**src/rtl/can_rx_crc_controller_pkg.sv**
```systemverilog
`default_nettype none
// ============================================================================
// Module      : can_pkg
// Description : Shared types, field lengths and the CRC-15 step function for
//               the CAN receive CRC sequencer.
// Revision    : 1.0 - initial release
// ============================================================================
package can_pkg;

    // Frame-tracking states of the receive sequencer
    typedef enum logic [2:0] {
        WAIT_IDLE = 3'd0,
        IDLE      = 3'd1,
        ARB       = 3'd2,
        CTRL      = 3'd3,
        DATA      = 3'd4,
        CRC_RX    = 3'd5,
        DELIM     = 3'd6
    } state_t;

    localparam int ID_LEN  = 11;
    localparam int DLC_LEN = 4;
    localparam int CRC_LEN = 15;

    localparam logic [CRC_LEN-1:0] CAN_CRC_POLY = 15'h4599;
    localparam int                 STUFF_LIMIT  = 5;

    // One serial CRC-15 step: MSB-out LFSR with the CAN generator polynomial
    function automatic logic [CRC_LEN-1:0] crc15_step(input logic [CRC_LEN-1:0] crc,
                                                      input logic               din);
        logic fb;
        fb         = din ^ crc[CRC_LEN-1];
        crc15_step = {crc[CRC_LEN-2:0], 1'b0} ^ (fb ? CAN_CRC_POLY : {CRC_LEN{1'b0}});
    endfunction

endpackage
`default_nettype wire

```
**src/rtl/can_rx_crc_controller_if.sv**
```systemverilog
`default_nettype none
// ============================================================================
// Module      : can_rx_crc_controller_if
// Description : Bit-stream input and frame/CRC status outputs of the CAN
//               receive CRC sequencer.
// Revision    : 1.0 - initial release
// ============================================================================
interface can_rx_crc_controller_if;
    import can_pkg::*;

    logic                i_Bit;
    logic                i_Bit_Valid;
    logic                o_Busy;
    logic [ID_LEN-1:0]   o_ID;
    logic [DLC_LEN-1:0]  o_DLC;
    logic [7:0]          o_Data_Byte;
    logic                o_Byte_Valid;
    logic [CRC_LEN-1:0]  o_CRC;
    logic [CRC_LEN-1:0]  o_Rx_CRC;
    logic                o_Done;
    logic                o_CRC_OK;
    logic                o_CRC_Err;
    logic                o_Stuff_Err;
    logic                o_Form_Err;

    // Driver side: the sampling stage or a testbench
    modport master (
        output i_Bit, i_Bit_Valid,
        input  o_Busy, o_ID, o_DLC, o_Data_Byte, o_Byte_Valid, o_CRC, o_Rx_CRC,
               o_Done, o_CRC_OK, o_CRC_Err, o_Stuff_Err, o_Form_Err
    );

    // Sequencer side
    modport slave (
        input  i_Bit, i_Bit_Valid,
        output o_Busy, o_ID, o_DLC, o_Data_Byte, o_Byte_Valid, o_CRC, o_Rx_CRC,
               o_Done, o_CRC_OK, o_CRC_Err, o_Stuff_Err, o_Form_Err
    );
endinterface
`default_nettype wire

```
**src/rtl/can_crc15_sync.sv**
```systemverilog
`default_nettype none
// ============================================================================
// Module      : can_crc15_sync
// Description : Synchronous serial CRC-15 engine. i_Clear zeroes the register;
//               with i_Enable in the same cycle the bit is folded into the
//               cleared value, so the first bit of a frame costs no cycle.
// Revision    : 1.0 - initial release
// ============================================================================
module can_crc15_sync
    import can_pkg::*;
(
    input  wire                 i_Clk,
    input  wire                 i_Rst,
    input  wire                 i_Clear,
    input  wire                 i_Enable,
    input  wire                 i_Bit,
    output logic [CRC_LEN-1:0]  o_CRC
);

    logic [CRC_LEN-1:0] crc_q;
    logic [CRC_LEN-1:0] crc_d;

    // Next CRC value: clear and/or fold in one bit
    always_comb begin
        crc_d = crc_q;
        if (i_Enable) begin
            crc_d = crc15_step(i_Clear ? {CRC_LEN{1'b0}} : crc_q, i_Bit);
        end else if (i_Clear) begin
            crc_d = {CRC_LEN{1'b0}};
        end
    end

    // CRC register
    always_ff @(posedge i_Clk) begin
        if (i_Rst) begin
            crc_q <= {CRC_LEN{1'b0}};
        end else begin
            crc_q <= crc_d;
        end
    end

    assign o_CRC = crc_q;

endmodule
`default_nettype wire

```
**src/rtl/can_rx_crc_controller.sv**
```systemverilog
`default_nettype none
// ============================================================================
// Module      : can_rx_crc_controller
// Description : Receive-side CAN sequencer for standard frames: destuffs the
//               sampled bit stream, tracks ID/control/data/CRC fields, feeds
//               the covered bits into the CRC-15 engine and reports the
//               comparison against the received CRC.
// Revision    : 1.0 - initial release
// ============================================================================
module can_rx_crc_controller
    import can_pkg::*;
#(
    parameter int MAX_DATA_BYTES = 8,
    parameter int IDLE_BITS      = 11
)(
    input  wire                     i_Clk,
    input  wire                     i_Rst,
    can_rx_crc_controller_if.slave  bus
);

    localparam int BYTE_W = $clog2(MAX_DATA_BYTES + 1);
    localparam int IDLE_W = $clog2(IDLE_BITS + 1);

    state_t               state_q,      state_d;
    logic [3:0]           bit_cnt_q,    bit_cnt_d;
    logic [BYTE_W-1:0]    byte_cnt_q,   byte_cnt_d;
    logic [BYTE_W-1:0]    nbytes_q,     nbytes_d;
    logic [2:0]           run_cnt_q,    run_cnt_d;
    logic                 last_bit_q,   last_bit_d;
    logic [IDLE_W-1:0]    idle_cnt_q,   idle_cnt_d;
    logic                 rtr_q,        rtr_d;
    logic [6:0]           shift_q,      shift_d;
    logic [ID_LEN-1:0]    id_q,         id_d;
    logic [DLC_LEN-1:0]   dlc_q,        dlc_d;
    logic [7:0]           byte_q,       byte_d;
    logic                 byte_vld_q,   byte_vld_d;
    logic [CRC_LEN-1:0]   rx_crc_q,     rx_crc_d;
    logic                 done_q,       done_d;
    logic                 crc_ok_q,     crc_ok_d;
    logic                 crc_err_q,    crc_err_d;
    logic                 stuff_err_q,  stuff_err_d;
    logic                 form_err_q,   form_err_d;

    logic                 w_bit;
    logic                 w_in_frame;
    logic                 w_stuff_slot;
    logic [DLC_LEN-1:0]   w_dlc_new;
    logic [BYTE_W-1:0]    w_dlc_capped;
    logic                 w_crc_clear;
    logic                 w_crc_enable;
    logic [CRC_LEN-1:0]   w_crc;

    assign w_bit        = bus.i_Bit;
    assign w_in_frame   = (state_q == ARB) || (state_q == CTRL) ||
                          (state_q == DATA) || (state_q == CRC_RX);
    // After a run of STUFF_LIMIT equal bits the next bit carries no field data
    assign w_stuff_slot = w_in_frame && (run_cnt_q == 3'(STUFF_LIMIT));
    assign w_dlc_new    = {dlc_q[DLC_LEN-2:0], w_bit};
    assign w_dlc_capped = (int'(w_dlc_new) > MAX_DATA_BYTES) ? BYTE_W'(MAX_DATA_BYTES)
                                                             : BYTE_W'(w_dlc_new);

    // Destuffing, field tracking and next-state decode
    always_comb begin
        state_d      = state_q;
        bit_cnt_d    = bit_cnt_q;
        byte_cnt_d   = byte_cnt_q;
        nbytes_d     = nbytes_q;
        run_cnt_d    = run_cnt_q;
        last_bit_d   = last_bit_q;
        idle_cnt_d   = idle_cnt_q;
        rtr_d        = rtr_q;
        shift_d      = shift_q;
        id_d         = id_q;
        dlc_d        = dlc_q;
        byte_d       = byte_q;
        rx_crc_d     = rx_crc_q;
        crc_ok_d     = crc_ok_q;
        byte_vld_d   = 1'b0;
        done_d       = 1'b0;
        crc_err_d    = 1'b0;
        stuff_err_d  = 1'b0;
        form_err_d   = 1'b0;
        w_crc_clear  = 1'b0;
        w_crc_enable = 1'b0;

        if (bus.i_Bit_Valid && w_in_frame) begin
            if (w_stuff_slot) begin
                if (w_bit == last_bit_q) begin
                    stuff_err_d = 1'b1;
                    state_d     = WAIT_IDLE;
                end else begin
                    run_cnt_d  = 3'd1;
                    last_bit_d = w_bit;
                end
            end else begin
                run_cnt_d  = (w_bit == last_bit_q) ? run_cnt_q + 3'd1 : 3'd1;
                last_bit_d = w_bit;
            end
        end

        if (bus.i_Bit_Valid && !w_stuff_slot) begin
            case (state_q)
                WAIT_IDLE: begin
                    if (!w_bit) begin
                        idle_cnt_d = '0;
                    end else if (idle_cnt_q == IDLE_W'(IDLE_BITS - 1)) begin
                        idle_cnt_d = '0;
                        state_d    = IDLE;
                    end else begin
                        idle_cnt_d = idle_cnt_q + 1'b1;
                    end
                end
                IDLE: begin
                    if (!w_bit) begin
                        w_crc_clear  = 1'b1;
                        w_crc_enable = 1'b1;
                        run_cnt_d    = 3'd1;
                        last_bit_d   = 1'b0;
                        bit_cnt_d    = 4'd0;
                        crc_ok_d     = 1'b0;
                        state_d      = ARB;
                    end
                end
                ARB: begin
                    w_crc_enable = 1'b1;
                    if (bit_cnt_q == 4'(ID_LEN)) begin
                        rtr_d     = w_bit;
                        bit_cnt_d = 4'd0;
                        state_d   = CTRL;
                    end else begin
                        id_d      = {id_q[ID_LEN-2:0], w_bit};
                        bit_cnt_d = bit_cnt_q + 4'd1;
                    end
                end
                CTRL: begin
                    w_crc_enable = 1'b1;
                    bit_cnt_d    = bit_cnt_q + 4'd1;
                    if (bit_cnt_q == 4'd0 && w_bit) begin
                        // Extended-ID frames are not handled
                        form_err_d = 1'b1;
                        state_d    = WAIT_IDLE;
                    end else if (bit_cnt_q >= 4'd2) begin
                        dlc_d = w_dlc_new;
                    end
                    if (bit_cnt_q == 4'(DLC_LEN + 1)) begin
                        bit_cnt_d  = 4'd0;
                        byte_cnt_d = '0;
                        nbytes_d   = w_dlc_capped;
                        state_d    = (rtr_q || w_dlc_new == '0) ? CRC_RX : DATA;
                    end
                end
                DATA: begin
                    w_crc_enable = 1'b1;
                    shift_d      = {shift_q[5:0], w_bit};
                    bit_cnt_d    = bit_cnt_q + 4'd1;
                    if (bit_cnt_q == 4'd7) begin
                        byte_d     = {shift_q, w_bit};
                        byte_vld_d = 1'b1;
                        bit_cnt_d  = 4'd0;
                        byte_cnt_d = BYTE_W'(byte_cnt_q + 1'b1);
                        if (BYTE_W'(byte_cnt_q + 1'b1) == nbytes_q) begin
                            state_d = CRC_RX;
                        end
                    end
                end
                CRC_RX: begin
                    rx_crc_d  = {rx_crc_q[CRC_LEN-2:0], w_bit};
                    bit_cnt_d = bit_cnt_q + 4'd1;
                    if (bit_cnt_q == 4'(CRC_LEN - 1)) begin
                        bit_cnt_d = 4'd0;
                        state_d   = DELIM;
                    end
                end
                DELIM: begin
                    if (w_bit) begin
                        done_d    = 1'b1;
                        crc_ok_d  = (w_crc == rx_crc_q);
                        crc_err_d = (w_crc != rx_crc_q);
                    end else begin
                        form_err_d = 1'b1;
                    end
                    state_d = WAIT_IDLE;
                end
                default: state_d = WAIT_IDLE;
            endcase
        end
    end

    // State and field registers; reset overrides any coincident bit strobe
    always_ff @(posedge i_Clk) begin
        if (i_Rst) begin
            state_q     <= WAIT_IDLE;
            bit_cnt_q   <= '0;
            byte_cnt_q  <= '0;
            nbytes_q    <= '0;
            run_cnt_q   <= '0;
            last_bit_q  <= 1'b0;
            idle_cnt_q  <= '0;
            rtr_q       <= 1'b0;
            shift_q     <= '0;
            id_q        <= '0;
            dlc_q       <= '0;
            byte_q      <= '0;
            byte_vld_q  <= 1'b0;
            rx_crc_q    <= '0;
            done_q      <= 1'b0;
            crc_ok_q    <= 1'b0;
            crc_err_q   <= 1'b0;
            stuff_err_q <= 1'b0;
            form_err_q  <= 1'b0;
        end else begin
            state_q     <= state_d;
            bit_cnt_q   <= bit_cnt_d;
            byte_cnt_q  <= byte_cnt_d;
            nbytes_q    <= nbytes_d;
            run_cnt_q   <= run_cnt_d;
            last_bit_q  <= last_bit_d;
            idle_cnt_q  <= idle_cnt_d;
            rtr_q       <= rtr_d;
            shift_q     <= shift_d;
            id_q        <= id_d;
            dlc_q       <= dlc_d;
            byte_q      <= byte_d;
            byte_vld_q  <= byte_vld_d;
            rx_crc_q    <= rx_crc_d;
            done_q      <= done_d;
            crc_ok_q    <= crc_ok_d;
            crc_err_q   <= crc_err_d;
            stuff_err_q <= stuff_err_d;
            form_err_q  <= form_err_d;
        end
    end

    can_crc15_sync u_crc (
        .i_Clk    (i_Clk),
        .i_Rst    (i_Rst),
        .i_Clear  (w_crc_clear),
        .i_Enable (w_crc_enable),
        .i_Bit    (w_bit),
        .o_CRC    (w_crc)
    );

    assign bus.o_Busy       = w_in_frame || (state_q == DELIM);
    assign bus.o_ID         = id_q;
    assign bus.o_DLC        = dlc_q;
    assign bus.o_Data_Byte  = byte_q;
    assign bus.o_Byte_Valid = byte_vld_q;
    assign bus.o_CRC        = w_crc;
    assign bus.o_Rx_CRC     = rx_crc_q;
    assign bus.o_Done       = done_q;
    assign bus.o_CRC_OK     = crc_ok_q;
    assign bus.o_CRC_Err    = crc_err_q;
    assign bus.o_Stuff_Err  = stuff_err_q;
    assign bus.o_Form_Err   = form_err_q;

endmodule
`default_nettype wire

```
**src/flat_wrapper.sv**
```systemverilog
// flat-port wrapper written by rule: the top's interface ports become plain ports
module can_rx_crc_controller_flat import can_pkg::*;
#(
    parameter int MAX_DATA_BYTES = 8,
    parameter int IDLE_BITS      = 11
)
  (i_Clk, i_Rst, bus_i_Bit, bus_i_Bit_Valid, bus_o_Busy, bus_o_ID, bus_o_DLC, bus_o_Data_Byte, bus_o_Byte_Valid, bus_o_CRC, bus_o_Rx_CRC, bus_o_Done, bus_o_CRC_OK, bus_o_CRC_Err, bus_o_Stuff_Err, bus_o_Form_Err);
  can_rx_crc_controller_if bus_i ();
  input  wire i_Clk;
  input  wire i_Rst;
  input wire logic [$bits(bus_i.i_Bit)-1:0] bus_i_Bit;
  input wire logic [$bits(bus_i.i_Bit_Valid)-1:0] bus_i_Bit_Valid;
  output wire logic [$bits(bus_i.o_Busy)-1:0] bus_o_Busy;
  output wire logic [$bits(bus_i.o_ID)-1:0] bus_o_ID;
  output wire logic [$bits(bus_i.o_DLC)-1:0] bus_o_DLC;
  output wire logic [$bits(bus_i.o_Data_Byte)-1:0] bus_o_Data_Byte;
  output wire logic [$bits(bus_i.o_Byte_Valid)-1:0] bus_o_Byte_Valid;
  output wire logic [$bits(bus_i.o_CRC)-1:0] bus_o_CRC;
  output wire logic [$bits(bus_i.o_Rx_CRC)-1:0] bus_o_Rx_CRC;
  output wire logic [$bits(bus_i.o_Done)-1:0] bus_o_Done;
  output wire logic [$bits(bus_i.o_CRC_OK)-1:0] bus_o_CRC_OK;
  output wire logic [$bits(bus_i.o_CRC_Err)-1:0] bus_o_CRC_Err;
  output wire logic [$bits(bus_i.o_Stuff_Err)-1:0] bus_o_Stuff_Err;
  output wire logic [$bits(bus_i.o_Form_Err)-1:0] bus_o_Form_Err;
  assign bus_i.i_Bit = bus_i_Bit;
  assign bus_i.i_Bit_Valid = bus_i_Bit_Valid;
  assign bus_o_Busy = bus_i.o_Busy;
  assign bus_o_ID = bus_i.o_ID;
  assign bus_o_DLC = bus_i.o_DLC;
  assign bus_o_Data_Byte = bus_i.o_Data_Byte;
  assign bus_o_Byte_Valid = bus_i.o_Byte_Valid;
  assign bus_o_CRC = bus_i.o_CRC;
  assign bus_o_Rx_CRC = bus_i.o_Rx_CRC;
  assign bus_o_Done = bus_i.o_Done;
  assign bus_o_CRC_OK = bus_i.o_CRC_OK;
  assign bus_o_CRC_Err = bus_i.o_CRC_Err;
  assign bus_o_Stuff_Err = bus_i.o_Stuff_Err;
  assign bus_o_Form_Err = bus_i.o_Form_Err;
  can_rx_crc_controller #(.MAX_DATA_BYTES(MAX_DATA_BYTES), .IDLE_BITS(IDLE_BITS)) u_core (.i_Clk(i_Clk), .i_Rst(i_Rst), .bus(bus_i));
endmodule
```
**config.mk**
```make
export PLATFORM = sky130hd
export DESIGN_NAME = can_rx_crc_controller_flat
export DESIGN_NICKNAME = d
export VERILOG_FILES = /design/src/rtl/can_rx_crc_controller_pkg.sv /design/src/rtl/can_rx_crc_controller_if.sv /design/src/rtl/can_crc15_sync.sv /design/src/rtl/can_rx_crc_controller.sv /design/src/flat_wrapper.sv
export SDC_FILE = /design/constraint.sdc
export NUM_CORES = 1
export LEC_CHECK = 0
export CELL_PAD_IN_SITES_DETAIL_PLACEMENT = 0
export CELL_PAD_IN_SITES_GLOBAL_PLACEMENT = 1
export CORE_MARGIN = 3
export CORE_UTILIZATION = 44
export DETAILED_ROUTE_END_ITERATION = 12
export PLACE_DENSITY = 0.89
export SLEW_MARGIN = 30
export SYNTH_ARGS = -nofsm -noshare
export SYNTH_HDL_FRONTEND = slang
export SYNTH_SLANG_ARGS = --single-unit
export TNS_END_PERCENT = 50
```
**constraint.sdc**
```tcl
create_clock -name i_Clk -period 3.3 [get_ports i_Clk]
set_input_delay 0.33 -clock i_Clk [delete_from_list [all_inputs] [get_ports i_Clk]]
set_output_delay 0.33 -clock i_Clk [all_outputs]
set_load 0.02 [all_outputs]
```
==> out/metrics.cfg, run 1 <==
[global_route]
met2_usage=0.314
grt.overflow.total=0
track_usage=0.196
busiest_layer=met2
antenna_found_initial=0
grt_use_met1=0.259
grt_pass1_wl_um=17800
grt_pass1_vias=3541
met3_usage=0.0556
grt_max_degree=61

[clock_tree]
cts_made_buffers=9
cts_setup_buffers=0
cts_hold_repair.buffers=0
clock_latency_ps=360
cts-root-buf=clkbuf_8
cts_tree=yes
cts_repair_resize_count=0
cts_sinks=90
cts.path.max_buffers=2
clk_pin_slew_ps=100
htreeDepth=3

[synth]
synth_flop_cell=dfxtp_1
ys_seq_elements=90
netlist_area_um2=4290
synth_top_family_by_area=simple AND/OR/NAND/NOR gates
synth.area.mux_share=0.0817
synth_largest_area_cell=dfxtp_1
syn_inst=496
synth_warnings=0
yosys-top-cells-area=dfxtp_1 (42%), mux2i_1 (8.2%), nand2_1 (6.0%)
avgSynthCellArea_um2=8.65
synth_edf_count=0
syn_nets=509
synth-simple-area-share=0.241
synth_compound_area_frac=0.116
synth_most_common_cell=dfxtp_1
synth-xor-area-share=0.0674
synth_top_area_share=0.420
synth.distinct_cells=59
yosys.area_share.adder=0.0286
yosysSeqAreaShare=0.420
ys_top_cells_by_count=dfxtp_1 (90), nand2_1 (68), nor2_1 (60)
synth-async-reset-ratio=0

[die]
ios=64
fp.dieW_um=105
initial_core_util=0.458
die_y_um=105
num_rows=35
die_area_um2=11000
core_area_um2=9370

[route]
drt_first_iter_violations=152
vias=3656
firstDrtPassIters=4
via_per_inst=5.38
drc_errors=0
antenna_left=0
wire_per_inst_um=15.2
routed_wl_um=10300

[cells_and_area]
area_growth_pct=21.0
postLayoutCellArea_um2=5190
antenna_cells=0
layout.nets=558
drive_gt1_frac=0.0655
finalNonFillerCells=679
fin_util=0.554

[sta]
setup_viol=0
slew_headroom=0.503
fin_skew_ps=16.2
max_freq_ghz=0.397
worst_hold_slack_ps=325
maxSlewViolCount=0
finalSetupTns_ps=0
rsz0062_at_grt=no
setup_ws_ps=780
finalCritPeriodShare=0.764
fin_crit_ps=2520
worst_pin_slew_ps=745
hold_viol_final=0

[critical_path]
end_kind=output pin
critPathMaxStageDelay_ps=670
crit_slowest_cell=dfxtp_1
critical_path_class=flip-flop to output pin
worst-path-buf-inv=2
crit_path_cell_trace=buf_4 > nor2_1 > a21oi_1 > clkdlybuf4s50_1
required_ps=2970
cp.arrival_ps=2190
cp_max_fo=12
cp_top_family=buffers and inverters
critPathLaunchType=flip-flop

[power_and_ir_drop]
p_total_mw=1.96
leakagePower_nw=1.88
ir_worst_vdd_mv=0.309
cellPowerDensity_nw_per_um2=378

[place]
placedCellCount=663
dpl_cell_area_um2=4970
io_buffers=63
place_congestion=0.930
dpl.hpwl_um=7400
dpl_worst_slack_ps=727

[min_path]
holdCritPathClass=primary input to flip-flop

[run_status]
status=completed

[job]
max-cap-violations=0

power by group:
part,switching (mW),internal (mW)
registers,0.00226,1.09
logic,0.0410,0.0177
clock network,0.412,0.404
total,0.455,1.51
cell type report:
type	count	area, µm²
repair buffers	70	678
clock buffers	11	151
inverters	8	30.0
fillers	884	4180
clock inverters	5	67.6
flip-flops and latches	90	1800
well taps	129	161
multi-input cells	366	2300
final timing paths:
check                            start                   endpoint  slack, ps  cells past startpoint
max reg2reg          u_core.state_q[2]          u_core.state_q[1]        870                      5
min                              i_Rst               u_core.rtr_q        330                      2
max                  u_core.state_q[1]                 bus_o_Busy        780                      4
min reg2reg  u_core.bus.o_Data_Byte[5]  u_core.bus.o_Data_Byte[5]        460                      2
metal layers:
| layer | routed length, µm | part of all wire | vias to the layer above |
|---|---|---|---|
| li1 | - | - | 1813 |
| met1 | 4870 | 0.47 | 1735 |
| met2 | 4740 | 0.46 | 89 |
| met3 | 570 | 0.055 | 19 |
| met4 | 144 | 0.014 | 0 |
| met5 | 0 | 0 | - |
worst reg2reg max path: cells and delay by family (launching register included):
family                    cells  cell delay [ps]
and+or+nand+nor               3              760
DFF                           1              740
AOI/OAI and AO/OA             1              420
xor gates and xnor gates      1              400
sequential cells by signal, summed over array words and instances (netlist names), 7 cells and up:
register                cells
u_core.bus.o_Data_Byte      8
u_core.bus.o_ID            11
u_core.bus.o_Rx_CRC        15
u_core.shift_q              7
u_core.u_crc.o_CRC         15
placed cells by master (no fill, tap or decap), types with 6 or more instances in the layout:
| cell | n |
|---|---|
| dfxtp_1 | 90 |
| nand2_1 | 68 |
| clkdlybuf4s50_1 | 62 |
| nor2_1 | 59 |
| a21oi_1 | 40 |
| mux2i_1 | 35 |
| xnor2_1 | 28 |
| nand3_1 | 13 |
| clkbuf_8 | 11 |
| o21ai_0 | 10 |
| ha_1 | 9 |
| inv_1 | 8 |
| buf_4 | 7 |
| nand2b_1 | 6 |
| nand3b_1 | 6 |
| nand4b_1 | 6 |
| nand4_1 | 6 |
logic make-up after synthesis:
logic type | count (synthesis)
DFF | 90
xor gates and xnor gates | 33
and+or+nand+nor | 206
muxes | 35
buffers and inverters | 40
adders and majority gates | 10
AOI/OAI and AO/OA | 82
No activity file was read; power rests on OpenSTA's default activity.
==> run 2: changes to the inputs <==
--- a/config.mk
+++ b/config.mk
@@ -8,9 +8,9 @@
 export CELL_PAD_IN_SITES_DETAIL_PLACEMENT = 0
 export CELL_PAD_IN_SITES_GLOBAL_PLACEMENT = 1
 export CORE_MARGIN = 3
-export CORE_UTILIZATION = 44
+export CORE_UTILIZATION = 41
 export DETAILED_ROUTE_END_ITERATION = 12
-export PLACE_DENSITY = 0.89
+export PLACE_DENSITY = 0.84
 export SLEW_MARGIN = 30
 export SYNTH_ARGS = -nofsm -noshare
 export SYNTH_HDL_FRONTEND = slang
==> constraint.sdc (replaced) <==
create_clock -name i_Clk -period 2.5 [get_ports i_Clk]
set_input_delay 0.25 -clock i_Clk [delete_from_list [all_inputs] [get_ports i_Clk]]
set_output_delay 0.25 -clock i_Clk [all_outputs]
set_load 0.02 [all_outputs]
==> run 2 against run 1 <==
  * Utilization shrank 3.1 points
  * Clock power increased by 9.9%
  * Cell count grew 1.6%
  * Non-clock buffer count increased by 8
  * Total power is 23% higher
  * Register-to-register slack lost 510 ps
  * Setup slack worse by 560 ps
  * Sequential share of layout area fell by 0.084 points
  * Clock skew decreased by 9.3 ps
  * Largest cell class unchanged
  * Largest power group unchanged
  * Highest routed layer unchanged
==> out/metrics.cfg, run 2 (same netlist as run 1, synthesis figures left out) <==
[critical_path]
critPathLaunchType=flip-flop  ; unchanged
cp.arrival_ps=2030  ; was 2190 ps
worst-path-buf-inv=3  ; was 2
critical_path_class=flip-flop to output pin  ; unchanged
required_ps=2250  ; was 2970 ps
critPathMaxStageDelay_ps=620  ; was 670 ps
cp_top_family=buffers and inverters  ; unchanged
crit_slowest_cell=clkdlybuf4s50_1  ; was dfxtp_1
crit_path_cell_trace=buf_4 > nand2_1 > inv_1 > a21oi_1 > clkdlybuf4s50_1  ; was buf_4 > nor2_1 > a21oi_1 > clkdlybuf4s50_1
cp_max_fo=12  ; unchanged
end_kind=output pin  ; unchanged

[cells_and_area]
drive_gt1_frac=0.0736  ; was 0.0655
area_growth_pct=21.3  ; was 21.0%
antenna_cells=0  ; unchanged
final_cell_mix=dfxtp_1 (90), nand2_1 (68), clkdlybuf4s50_1 (62)  ; unchanged
postLayoutCellArea_um2=5200  ; was 5190 µm²
layout.nets=566  ; was 558
nFillCells=951  ; was 884
fin_util=0.522  ; was 0.554
mostFrequentLayoutCell=dfxtp_1  ; unchanged

[die]
core_area_um2=9950  ; was 9370 µm²
die_y_um=108  ; was 105 µm
die_area_um2=11700  ; was 11000 µm²
ios=64  ; unchanged
initial_core_util=0.431  ; was 0.458
num_rows=36  ; was 35
fp.dieW_um=108  ; was 105 µm

[sta]
max_freq_ghz=0.438
rsz0062_at_grt=no  ; unchanged
finalSetupTns_ps=0  ; unchanged
slew_headroom=0.567  ; was 0.503
hold_viol_final=0  ; unchanged
fin_skew_ps=6.95  ; was 16.2 ps
maxSlewViolCount=0  ; unchanged
finalCritPeriodShare=0.913
fin_crit_ps=2280
worst_pin_slew_ps=649  ; was 745 ps
setup_viol=0  ; unchanged

[place]
io_buffers=63  ; unchanged
place_congestion=0.895  ; was 0.930
dpl.hpwl_um=7790  ; was 7400 µm
dpl_cell_area_um2=5030  ; was 4970 µm²

[clock_tree]
cts_setup_buffers=0  ; unchanged
cts_repair_resize_count=0  ; unchanged
cts-root-buf=clkbuf_8  ; unchanged
cts_sinks=90  ; unchanged
cts_hold_repair.buffers=0  ; unchanged
cts.path.max_buffers=2  ; unchanged
clock_latency_ps=360  ; about the same
htreeDepth=3  ; unchanged
cts_tree=yes  ; unchanged
cts_made_buffers=9  ; unchanged
clk_pin_slew_ps=90  ; was 100 ps

[power_and_ir_drop]
power_frac_comb=0.033  ; was 0.030
pwr-share-clk=0.371  ; was 0.415
internal-power_mw=1.83  ; was 1.51 mW
cellPowerDensity_nw_per_um2=464  ; was 378 nW/µm²
switching_power_mw=0.590  ; was 0.455 mW
ir_worst_vdd_mv=0.335  ; was 0.309 mV
swShare=0.244  ; was 0.232
leakagePower_nw=1.89  ; was 1.88 nW
p_seq_frac=0.595  ; was 0.555

[min_path]
holdCritPathClass=primary input to flip-flop  ; unchanged

[route]
via_per_inst=5.39  ; was 5.38
drc_errors=0  ; unchanged
drt_first_iter_violations=193  ; was 152
wire_per_inst_um=15.8  ; was 15.2 µm
antenna_left=0  ; unchanged
vias=3722  ; was 3656
firstDrtPassIters=5  ; was 4
routed_wl_um=10900  ; was 10300 µm

[job]
max-cap-violations=0  ; unchanged

[global_route]
grt_pass1_vias=3556  ; was 3541
antenna_found_initial=0  ; unchanged
grt_max_degree=43  ; was 61
grt.overflow.total=0  ; unchanged
grt_pass1_wl_um=17900  ; was 17800 µm
track_usage=0.193  ; was 0.196

[run_status]
status=completed  ; unchanged

-- run 2: layer usage --
layer	vias to the layer above	wire, µm	GRT usage
met5	-	0	0
met4	0	142	0.0514
met3	19	691	0.0591
met2	110	5080	0.302
met1	1764	5020	0.258
li1	1829	-	-
-- run 2: through the flow --
step / cells / hold slack (ps) / worst slack (ps) / total power, mW
after global placement: 675 / 445 / 233 / 1.55
after CTS: 690 / 386 / 181 / 2.45
after floorplan: 496 / 432 / 645 / 1.53
after global routing: 690 / 404 / 115 / 2.52
final: 690 / 413 / 219 / 2.41
after detailed placement: 675 / 450 / 138 / 1.55
-- run 2: cell type report --
type	instances	area, µm²	share of cell area
timing repair buffer	78	738	0.142
tap	133	166	0.0320
inverter	8	30.0	0.00577
clock buffer	10	128	0.0245
clock inverter	5	41.3	0.00794
multi-input combinational	366	2300	0.441
sequential	90	1800	0.346
-- run 2: final timing paths --
check | cells past startpoint | slack [ps] | end | from
worst min-delay path | 2 | 410 | u_core.shift_q[6] | i_Rst
worst max register to register | 6 | 360 | u_core.byte_cnt_q[3] | u_core.state_q[2]
worst max-delay path | 5 | 220 | bus_o_Busy | u_core.state_q[1]
worst min register to register | 2 | 460 | u_core.bus.o_Data_Byte[3] | u_core.bus.o_Data_Byte[3]
-- run 2: power groups by stage --
stage          Clock, mW  Sequential (mW)  Combinational [mW]
6_report           0.897             1.44              0.0803
3_5_place_dp           0             1.47              0.0803
2_1_floorplan          0             1.47              0.0566
3_3_place_gp           0             1.47              0.0783
4_1_cts            0.928             1.44              0.0809
5_1_grt            0.988             1.44              0.0891
==> run 3: changes to the inputs <==
--- a/config.mk
+++ b/config.mk
@@ -8,9 +8,10 @@
 export CELL_PAD_IN_SITES_DETAIL_PLACEMENT = 0
 export CELL_PAD_IN_SITES_GLOBAL_PLACEMENT = 1
 export CORE_MARGIN = 3
-export CORE_UTILIZATION = 41
+export CORE_UTILIZATION = 47
 export DETAILED_ROUTE_END_ITERATION = 12
-export PLACE_DENSITY = 0.84
+export DONT_BUFFER_PORTS = 1
+export PLACE_DENSITY = 0.82
 export SLEW_MARGIN = 30
 export SYNTH_ARGS = -nofsm -noshare
 export SYNTH_HDL_FRONTEND = slang
==> run 3 against run 2 <==
  * Via count fell by 9.9%
  * Register-to-register slack got worse by 140 ps
  * Clock power rose by 5.0%
  * Hold slack got worse by 380 ps
  * Sequential share of layout area rose by 4.8 points
  * Critical path depth rose by 1
  * Clock skew rose by 5.4 ps
  * Clock-buffer cell count fell by 1
  * Sequential power barely moved
  * Global-route usage fell by 0.29 points
  * First-iteration DRC count fell by 17%
  * Largest cell class unchanged
  * Largest power group unchanged
==> out/metrics.cfg, run 3 (same netlist as run 1, synthesis figures left out) <==
[run_status]
status=completed  ; unchanged

[clock_tree]
clock_latency_ps=360  ; about the same
clk_pin_slew_ps=100  ; was 90 ps
cts.path.max_buffers=2  ; unchanged
cts_repair_resize_count=0  ; unchanged
cts_made_buffers=9  ; unchanged
cts_tree=yes  ; unchanged
htreeDepth=3  ; unchanged
cts-root-buf=clkbuf_8  ; unchanged
cts_sinks=90  ; unchanged

[power_and_ir_drop]
p_total_mw=2.45  ; was 2.41 mW
pwr-share-clk=0.385  ; was 0.371
power_frac_comb=0.027  ; was 0.033
p_seq_frac=0.588  ; was 0.595
cellPowerDensity_nw_per_um2=536  ; was 464 nW/µm²
swShare=0.248  ; was 0.244
internal-power_mw=1.84  ; was 1.83 mW
ir_worst_vdd_mv=0.397  ; was 0.335 mV
leakagePower_nw=1.68  ; was 1.89 nW
switching_power_mw=0.607  ; was 0.590 mW

[critical_path]
required_ps=2740  ; was 2250 ps
cp.arrival_ps=2520  ; was 2030 ps
critical_path_class=flip-flop to flip-flop  ; was flip-flop to output pin
end_kind=flip-flop  ; was output pin
cp_max_fo=11  ; was 12
critPathLaunchType=flip-flop  ; unchanged

[global_route]
grt_max_degree=64  ; was 43
track_usage=0.190  ; was 0.193
grt.overflow.total=0  ; unchanged
grt_pass1_wl_um=15600  ; was 17900 µm
grt_pass1_vias=3128  ; was 3556
antenna_found_initial=0  ; unchanged

[sta]
finalSetupTns_ps=0  ; unchanged
fin_skew_ps=12.3  ; was 6.95 ps
setup_viol=0  ; unchanged
maxSlewViolCount=0  ; unchanged
fin_crit_ps=2280  ; about the same
rsz0062_at_grt=no  ; unchanged
worst_pin_slew_ps=611  ; was 649 ps
finalCritPeriodShare=0.913  ; about the same
slew_headroom=0.590  ; was 0.567
max_freq_ghz=0.438  ; about the same
hold_viol_final=0  ; unchanged

[die]
num_rows=34  ; was 36
die_area_um2=10300  ; was 11700 µm²
initial_core_util=0.487  ; was 0.431
die_y_um=102  ; was 108 µm
ios=64  ; unchanged
core_area_um2=8810  ; was 9950 µm²
fp.dieW_um=102  ; was 108 µm

[cells_and_area]
final_cell_mix=dfxtp_1 (90), nand2_1 (68), nor2_1 (60)  ; was dfxtp_1 (90), nand2_1 (68), clkdlybuf4s50_1 (62)
area_growth_pct=6.42  ; was 21.3%
mostFrequentLayoutCell=dfxtp_1  ; unchanged
antenna_cells=0  ; unchanged
drive_gt1_frac=0.0811  ; was 0.0736
finalNonFillerCells=601  ; was 690
layout.nets=501  ; was 566

[route]
routed_wl_um=9510  ; was 10900 µm
drt_first_iter_violations=160  ; was 193
antenna_left=0  ; unchanged
firstDrtPassIters=4  ; was 5
drc_errors=0  ; unchanged
wire_per_inst_um=15.8  ; about the same
vias=3355  ; was 3722
via_per_inst=5.58  ; was 5.39

[place]
place_congestion=0.872  ; was 0.895
dpl.hpwl_um=6650  ; was 7790 µm
placedCellCount=584  ; was 675
io_buffers=0  ; was 63

[min_path]
holdCritPathClass=primary input to flip-flop  ; unchanged

[job]
max-cap-violations=0  ; unchanged

-- run 3: cell count changes in the layout (fill, tap and decap cells not counted), sizes merged --
cell / previous run / this run
clkdlybuf4s50: 62 / 0
clkinv: 3 / 1
clkinvlp: 1 / 2
buf: 16 / 13
inv: 9 / 12
clkbuf: 10 / 9
-- run 3: final cells by class --
cell class | count | area (µm²)
inverters | 8 | 30.0
clock inverters | 7 | 60.1
fillers | 832 | 4240
flip-flops and latches | 90 | 1800
well taps | 108 | 135
clock buffers | 9 | 124
multi-input cells | 366 | 2300
repair buffers | 13 | 118
-- run 3: routing by layer --
layer,GRT usage,wire length (µm),up-vias,part of all wire
li1,-,-,1702,-
met1,0.259,4540,1566,0.48
met2,0.293,4400,82,0.46
met3,0.0537,536,5,0.056
met4,0.0573,42,0,0.0044
met5,0,0,-,0
-- run 3: power groups by stage --
stage / Sequential [mW] / Clock [mW] / Combinational, mW
final: 1.44 / 0.942 / 0.0659
after global routing: 1.44 / 1.02 / 0.0731
after CTS: 1.44 / 0.972 / 0.0668
after detailed placement: 1.47 / 0 / 0.0459
after global placement: 1.47 / 0 / 0.0449
after floorplan: 1.47 / 0 / 0.0566
-- run 3: stage by stage --
| stage | setup slack [ps] | util | area (µm²) | hold WS, ps |
|---|---|---|---|---|
| 2_1_floorplan | 645 | - | 4290 | 432 |
| 3_3_place_gp | 294 | 0.494 | 4350 | 328 |
| 3_5_place_dp | 243 | 0.494 | 4350 | 329 |
| 4_1_cts | 223 | 0.518 | 4560 | 1.00 |
| 5_1_grt | 11.9 | 0.518 | 4560 | 15.1 |
| 6_report | 217 | 0.518 | 4560 | 29.6 |
-- run 3: repair_timing --
item | 4_1_cts | 5_1_grt
setup buffers | 0 | 0
hold buffers | 1 | 0
hold endpoints to repair | 63 | 0
endpoints found under the setup margin | 0 | 0
-- run 3: final timing paths --
check	slack (ps)	to	cells after the start	startpoint
worst max-delay path	220	u_core.state_q[1]	6	u_core.state_q[2]
worst min-delay path	30	u_core.last_bit_q	2	bus_i_Bit
worst max register to register	220	u_core.state_q[1]	6	u_core.state_q[2]
worst min register to register	470	u_core.nbytes_q[0]	2	u_core.nbytes_q[0]
-- run 3: critical path, stage by stage (launching register included) --
cell and delay (ps):
dfxtp_1 550, buf_4 230, xor2_1 300, nand4_1 320, and4b_1 310, a2111oi_0 370
nor2_1 90
